$ cat config.mk
export PLATFORM = sky130hd
export DESIGN_NAME = mkio_bc_tx
export DESIGN_NICKNAME = d
export VERILOG_FILES = /design/src/rtl/mkio_pkg.sv /design/src/rtl/mkio_manchester_ser.sv /design/src/rtl/mkio_bc_tx.sv
export SDC_FILE = /design/constraint.sdc
export NUM_CORES = 1
export LEC_CHECK = 0
export CORE_ASPECT_RATIO = 0.75
export CORE_UTILIZATION = 30
export DETAILED_ROUTE_END_ITERATION = 12
export SYNTH_ARGS = -nofsm -noshare
export SYNTH_HDL_FRONTEND = slang
export SYNTH_SLANG_ARGS = --single-unit
$ cat constraint.sdc
create_clock -name clk -period 2.6 [get_ports clk]
set_input_delay 0.52 -clock clk [delete_from_list [all_inputs] [get_ports clk]]
set_output_delay 0.52 -clock clk [all_outputs]
set_load 0.01 [all_outputs]
$ cat src/rtl/mkio_pkg.sv
`default_nettype none
// ============================================================================
// mkio_pkg : shared constants, command-word fields, FSM state type and the
//            Manchester word encoder for the MIL-STD-1553B BC transmitter.
// Revision : 1.0
// ============================================================================
package mkio_pkg;

  localparam logic [5:0] SYNC_CMD  = 6'b111000;
  localparam logic [5:0] SYNC_DATA = 6'b000111;

  localparam int RTA_MSB = 15;
  localparam int RTA_LSB = 11;
  localparam int TR_BIT  = 10;
  localparam int SA_MSB  = 9;
  localparam int SA_LSB  = 5;
  localparam int WC_MSB  = 4;
  localparam int WC_LSB  = 0;

  localparam int WORD_HALF_BITS = 40;

  typedef enum logic [2:0] {
    ST_IDLE   = 3'd0,
    ST_SYNC   = 3'd1,
    ST_BITS   = 3'd2,
    ST_PARITY = 3'd3,
    ST_END    = 3'd4,
    ST_GAP    = 3'd5
  } state_e;

  // Half-bit image of one word, MSB transmitted first: sync, 16 bit-pairs, parity pair.
  function automatic logic [WORD_HALF_BITS-1:0] encode_word(input logic [5:0]  sync,
                                                            input logic [15:0] data);
    logic [WORD_HALF_BITS-1:0] w;
    logic                      p;
    w        = '0;
    w[39:34] = sync;
    for (int i = 0; i < 16; i++) begin
      w[33 - 2*(15 - i)] = data[i];
      w[32 - 2*(15 - i)] = ~data[i];
    end
    p    = ~^data;
    w[1] = p;
    w[0] = ~p;
    return w;
  endfunction

endpackage
`default_nettype wire

$ cat src/rtl/mkio_manchester_ser.sv
`default_nettype none
// ============================================================================
// mkio_manchester_ser : half-bit timer and 40-half-bit shift register.
//                       load restarts the timer so words abut without a gap.
// Revision : 1.0
// ============================================================================
module mkio_manchester_ser
  import mkio_pkg::*;
#(
  parameter int CLK_PER_HALF_BIT = 16
) (
  input  logic                      clk,
  input  logic                      reset,
  input  logic                      en_i,
  input  logic                      load_i,
  input  logic [WORD_HALF_BITS-1:0] word_i,
  output logic                      line_o,
  output logic [5:0]                half_idx_o,
  output logic                      half_tick_o,
  output logic                      word_end_o
);

  localparam int TW = (CLK_PER_HALF_BIT > 1) ? $clog2(CLK_PER_HALF_BIT) : 1;

  logic [TW-1:0]             tmr_q;
  logic [5:0]                hb_q;
  logic [WORD_HALF_BITS-1:0] sh_q;

  assign half_tick_o = en_i && (tmr_q == TW'(CLK_PER_HALF_BIT - 1));
  assign word_end_o  = half_tick_o && (hb_q == 6'(WORD_HALF_BITS - 1));
  assign line_o      = sh_q[WORD_HALF_BITS-1];
  assign half_idx_o  = hb_q;

  always_ff @(posedge clk or posedge reset) begin
    if (reset) begin
      tmr_q <= '0;
      hb_q  <= '0;
      sh_q  <= '0;
    end else if (load_i) begin
      tmr_q <= '0;
      hb_q  <= '0;
      sh_q  <= word_i;
    end else if (en_i) begin
      if (half_tick_o) begin
        tmr_q <= '0;
        sh_q  <= {sh_q[WORD_HALF_BITS-2:0], 1'b0};
        hb_q  <= (hb_q == 6'(WORD_HALF_BITS - 1)) ? 6'd0 : hb_q + 6'd1;
      end else begin
        tmr_q <= tmr_q + 1'b1;
      end
    end
  end

endmodule
`default_nettype wire

$ cat src/rtl/mkio_bc_tx.sv
`default_nettype none
// ============================================================================
// mkio_bc_tx : MIL-STD-1553B bus-controller BC->RT message transmitter.
//              Optional MKIO_BC_MIN_GAP_EN keeps busy high for GAP_CLKS after done.
// Revision   : 1.0
// ============================================================================
module mkio_bc_tx
  import mkio_pkg::*;
#(
  parameter int CLK_PER_HALF_BIT = 16,
  parameter int GAP_CLKS         = 128
) (
  input  logic        clk,
  input  logic        reset,
  input  logic        start,
  input  logic [15:0] cmd_word,
  input  logic        tx_inhibit,
  output logic [4:0]  rd_addr,
  input  logic [15:0] rd_data,
  output logic        busy,
  output logic        done,
  output logic        DO1,
  output logic        DO0
);

  state_e                    state_q, state_d;
  logic [5:0]                words_left_q, words_left_d;
  logic [4:0]                rd_addr_q, rd_addr_d;
  logic                      ser_load, ser_line, ser_half_tick, ser_word_end;
  logic [5:0]                ser_half_idx;
  logic [WORD_HALF_BITS-1:0] ser_word;
  logic                      word_active;

  assign word_active = (state_q == ST_SYNC) || (state_q == ST_BITS) || (state_q == ST_PARITY);

  mkio_manchester_ser #(.CLK_PER_HALF_BIT(CLK_PER_HALF_BIT)) u_ser (
    .clk        (clk),
    .reset      (reset),
    .en_i       (word_active),
    .load_i     (ser_load),
    .word_i     (ser_word),
    .line_o     (ser_line),
    .half_idx_o (ser_half_idx),
    .half_tick_o(ser_half_tick),
    .word_end_o (ser_word_end)
  );

`ifdef MKIO_BC_MIN_GAP_EN
  localparam int GAP_W = (GAP_CLKS > 1) ? $clog2(GAP_CLKS) : 1;
  logic [GAP_W-1:0] gap_q, gap_d;

  always_ff @(posedge clk or posedge reset) begin
    if (reset) gap_q <= '0;
    else       gap_q <= gap_d;
  end

  assign busy = word_active || (state_q == ST_END) || (state_q == ST_GAP);
`else
  logic gap_unused;
  assign gap_unused = (GAP_CLKS != 0);
  assign busy       = word_active;
`endif

  always_comb begin
    state_d      = state_q;
    words_left_d = words_left_q;
    rd_addr_d    = rd_addr_q;
    ser_load     = 1'b0;
    ser_word     = encode_word(SYNC_DATA, rd_data);
`ifdef MKIO_BC_MIN_GAP_EN
    gap_d        = gap_q;
`endif
    if (tx_inhibit) begin
      state_d = ST_IDLE;
    end else begin
      case (state_q)
        ST_IDLE: begin
          if (start) begin
            state_d   = ST_SYNC;
            rd_addr_d = 5'd0;
            ser_load  = 1'b1;
            ser_word  = encode_word(SYNC_CMD, cmd_word);
            // RT-transmit commands carry no data words; WC of 0 encodes 32.
            if (cmd_word[TR_BIT])
              words_left_d = 6'd0;
            else if (cmd_word[WC_MSB:WC_LSB] == 5'd0)
              words_left_d = 6'd32;
            else
              words_left_d = {1'b0, cmd_word[WC_MSB:WC_LSB]};
          end
        end
        ST_SYNC:   if (ser_half_tick && ser_half_idx == 6'd5)  state_d = ST_BITS;
        ST_BITS:   if (ser_half_tick && ser_half_idx == 6'd37) state_d = ST_PARITY;
        ST_PARITY: begin
          if (ser_word_end) begin
            if (words_left_q != 6'd0) begin
              state_d      = ST_SYNC;
              ser_load     = 1'b1;
              words_left_d = words_left_q - 6'd1;
              rd_addr_d    = rd_addr_q + 5'd1;
            end else begin
              state_d = ST_END;
            end
          end
        end
        ST_END: begin
`ifdef MKIO_BC_MIN_GAP_EN
          state_d = ST_GAP;
          gap_d   = '0;
`else
          state_d = ST_IDLE;
`endif
        end
`ifdef MKIO_BC_MIN_GAP_EN
        ST_GAP: begin
          if (gap_q == GAP_W'(GAP_CLKS - 1)) state_d = ST_IDLE;
          else                               gap_d   = gap_q + 1'b1;
        end
`endif
        default: state_d = ST_IDLE;
      endcase
    end
  end

  always_ff @(posedge clk or posedge reset) begin
    if (reset) begin
      state_q      <= ST_IDLE;
      words_left_q <= '0;
      rd_addr_q    <= '0;
    end else begin
      state_q      <= state_d;
      words_left_q <= words_left_d;
      rd_addr_q    <= rd_addr_d;
    end
  end

  assign rd_addr = rd_addr_q;
  assign done    = (state_q == ST_END);
  assign DO1     = word_active & ser_line;
  assign DO0     = word_active & ~ser_line;

endmodule
`default_nettype wire

==> run metrics <==
core box area=between 10000 and 15000 µm²; clock skew=0.0106 ns; htree depth=3; CTS Hold Bufs=0; Layout area overhead=26.1%; CTS Buffer Depth=2; DRC viols=0; Max IR drop VDD=between 0.3 and 0.4 mV; DR iter-0 viols=164; share of cells above drive strength 1=a little over an eighth; synthesized instance count=about 400; sequential share of the synthesized area=between 40 and 50%; Startpoint Class=register; crit end category=output pin; Seq cells post-synth=64; Post-Syn Nets=437; final non-filler cell total=614; drt total wl=a little under 9000 µm; clk slew on worst S/H paths=roughly 0.050 ns; Leak=roughly 1.9 nW; maximum clock frequency=416 MHz; Mapped Area=around 3600 µm²; number of global-route vias before repair=roughly 2900; Die Wd=between 100 and 150 µm; top_reg_cell synth=dfrtp_1; largest net degree at the start of global routing=34; clk sinks=64; wire per inst=between 10 and 15 µm; post-CTS setup buffers=0; Max-Slew Margin vs Limit=between 50 and 60%; worst setup slack after layout=around 0.20 ns; DP Wirelength=around 6400 µm; Via density=between 4 and 5; top cells by area, synth=dfrtp_1 (44%), nand2_1 (9.1%), xnor2_1 (6.3%); Yosys cell types=between 40 and 50; top cell type by total area after synthesis=dfrtp_1; Port Buffers=between 40 and 50; max-cap violation count=0; die area=~12000 µm²; clock root buffer=clkbuf_16; outcome=finished clean; Die Y=97.1 µm; post-route minimum period=between 2 and 2.5 ns; endpoints failing hold=0; diode count=0; total CTS buffers=9; Worst EP required=between 2 and 2.5 ns; CTS tree=built; top-level port count=45; Synth top area share=about 44%; Finish-stage setup viols=0; power per cell area=a little under 900 nW/µm²; cell with the most instances after synthesis=nand2_1; antenna violations before repair=0; period utilisation layout=slightly above 90%; synth warn=0; # nets final=between 400 and 500; pre-CTS setup slack=-0.0714 ns; vias=around 3000; CP Max Fanout=7; M2 GR Usage=23.6%; first-pass GRT wire length=about 15000 µm; CP arrival=~1.9 ns; Rows=34; Placer Congestion=approximately 0.77; Hold Path Class=reg2reg; setup_tns=0 ns; clk_lat worst skew=between 0.3 and 0.4 ns; first-pass iteration count of the detailed router=4; Placed Cells incl. Taps=~600; CTS resizes=1; Slew @ Worst Pin=between 0.6 and 0.7 ns; Pwr Total=about 4.1 mW; Pins Over Slew Limit=0; busiest layer in global routing=met2; number of flops mapped to enable cells by yosys=0; met1 Use GR=between 20% and 30%; Total GRT Usage=around 15%; RSZ-0062 raised after global routing=no; Initial Util=a little under a third; Synth async-reset ratio=100%; ANT nets after route=0; post-layout util=between 30% and 40%; syn avg cell area=around 9.2 µm²; grt total ovfl=0; Synth top cells by count=nand2_1 (88), dfrtp_1 (64), nor2_1 (41), o21ai_0 (29), xnor2_1 (26); Setup CP Type=reg2out; met3 Resource Use GR=about 3.4%
sequential cells by signal, indices dropped and copies added (netlist names):
signal	count
u_ser.half_idx_o	6
words_left_q	6
u_ser.sh_q	40
state_q	3
u_ser.tmr_q	4
rd_addr	5
critical path, stage by stage, from the launching register on:
cell             delay [ns]
dfrtp_1                0.43
o21ba_1                0.42
and2_1                 0.17
clkdlybuf4s50_1        0.53
worst paths after layout:
check	startpoint	to	slack, ns	cells after the start
max reg2reg	words_left_q[1]	u_ser.sh_q[1]	0.27	9
min in group asynchronous	reset	u_ser.sh_q[27]	0.61	3
max	state_q[2]	DO1	0.20	3
min	u_ser.sh_q[24]	u_ser.sh_q[24]	0.47	2
min reg2reg	u_ser.sh_q[24]	u_ser.sh_q[24]	0.47	2
max in group asynchronous	reset	state_q[2]	1.65	3
report_power, final:
| part | total (mW) | switching [mW] | leakage (nW) | internal, mW |
|---|---|---|---|---|
| logic | 1.34 | 0.728 | 1.02 | 0.609 |
| clock network | 1.18 | 0.447 | 0.141 | 0.732 |
| registers | 1.54 | 0.221 | 0.789 | 1.32 |
| total | 4.06 | 1.40 | 1.95 | 2.66 |
stage by stage:
step	instance area, µm²	hold slack (ns)
after floorplan	3610	0.439
after global placement	4270	0.449
after detailed placement	4270	0.456
after CTS	4560	0.468
after global routing	4560	0.494
final	4560	0.465
cell families (layout without fill, tap and decap cells):
kind of cell / count (synthesis) / count (layout) / share of synthesized area (%)
buf+inv: 32 / 90 / 5.50
simple gates: 159 / 159 / 20.0
fa+ha+maj: 7 / 7 / 2.42
mux: 2 / 2 / 0.554
flops: 64 / 64 / 44.3
xor+xnor: 38 / 38 / 9.21
compound gates: 92 / 92 / 18.0
layer usage:
metal / share of wire (%) / vias to the layer above
met5: 0 / -
met4: 1.4 / 0
met3: 4.4 / 12
met2: 46 / 75
met1: 48 / 1445
li1: - / 1457
cell usage in the layout, fill, tap and decap left out, types with 5 or more instances in the layout:
master / Yosys / layout
clkbuf_16: 0 / 9
inv_1: 10 / 9
ha_1: 7 / 7
xnor2_1: 26 / 26
o21ai_0: 29 / 29
nand2_1: 88 / 88
nor2_1: 41 / 41
a31oi_1: 22 / 22
nand4_1: 5 / 5
dfrtp_1: 64 / 64
a21oi_1: 9 / 9
buf_4: 4 / 20
xor2_1: 12 / 12
o211ai_2: 12 / 12
clkdlybuf4s50_1: 0 / 44
layout make-up:
| cell class | count | area (µm²) |
|---|---|---|
| clock buffers | 9 | 225 |
| clock inverters | 6 | 61.3 |
| fillers | 1169 | 7100 |
| inverters | 10 | 37.5 |
| multi-input cells | 298 | 1820 |
| flip-flops and latches | 64 | 1600 |
| well taps | 162 | 203 |
| repair buffers | 65 | 611 |
Note: power is estimated with default switching activity, not from simulation.
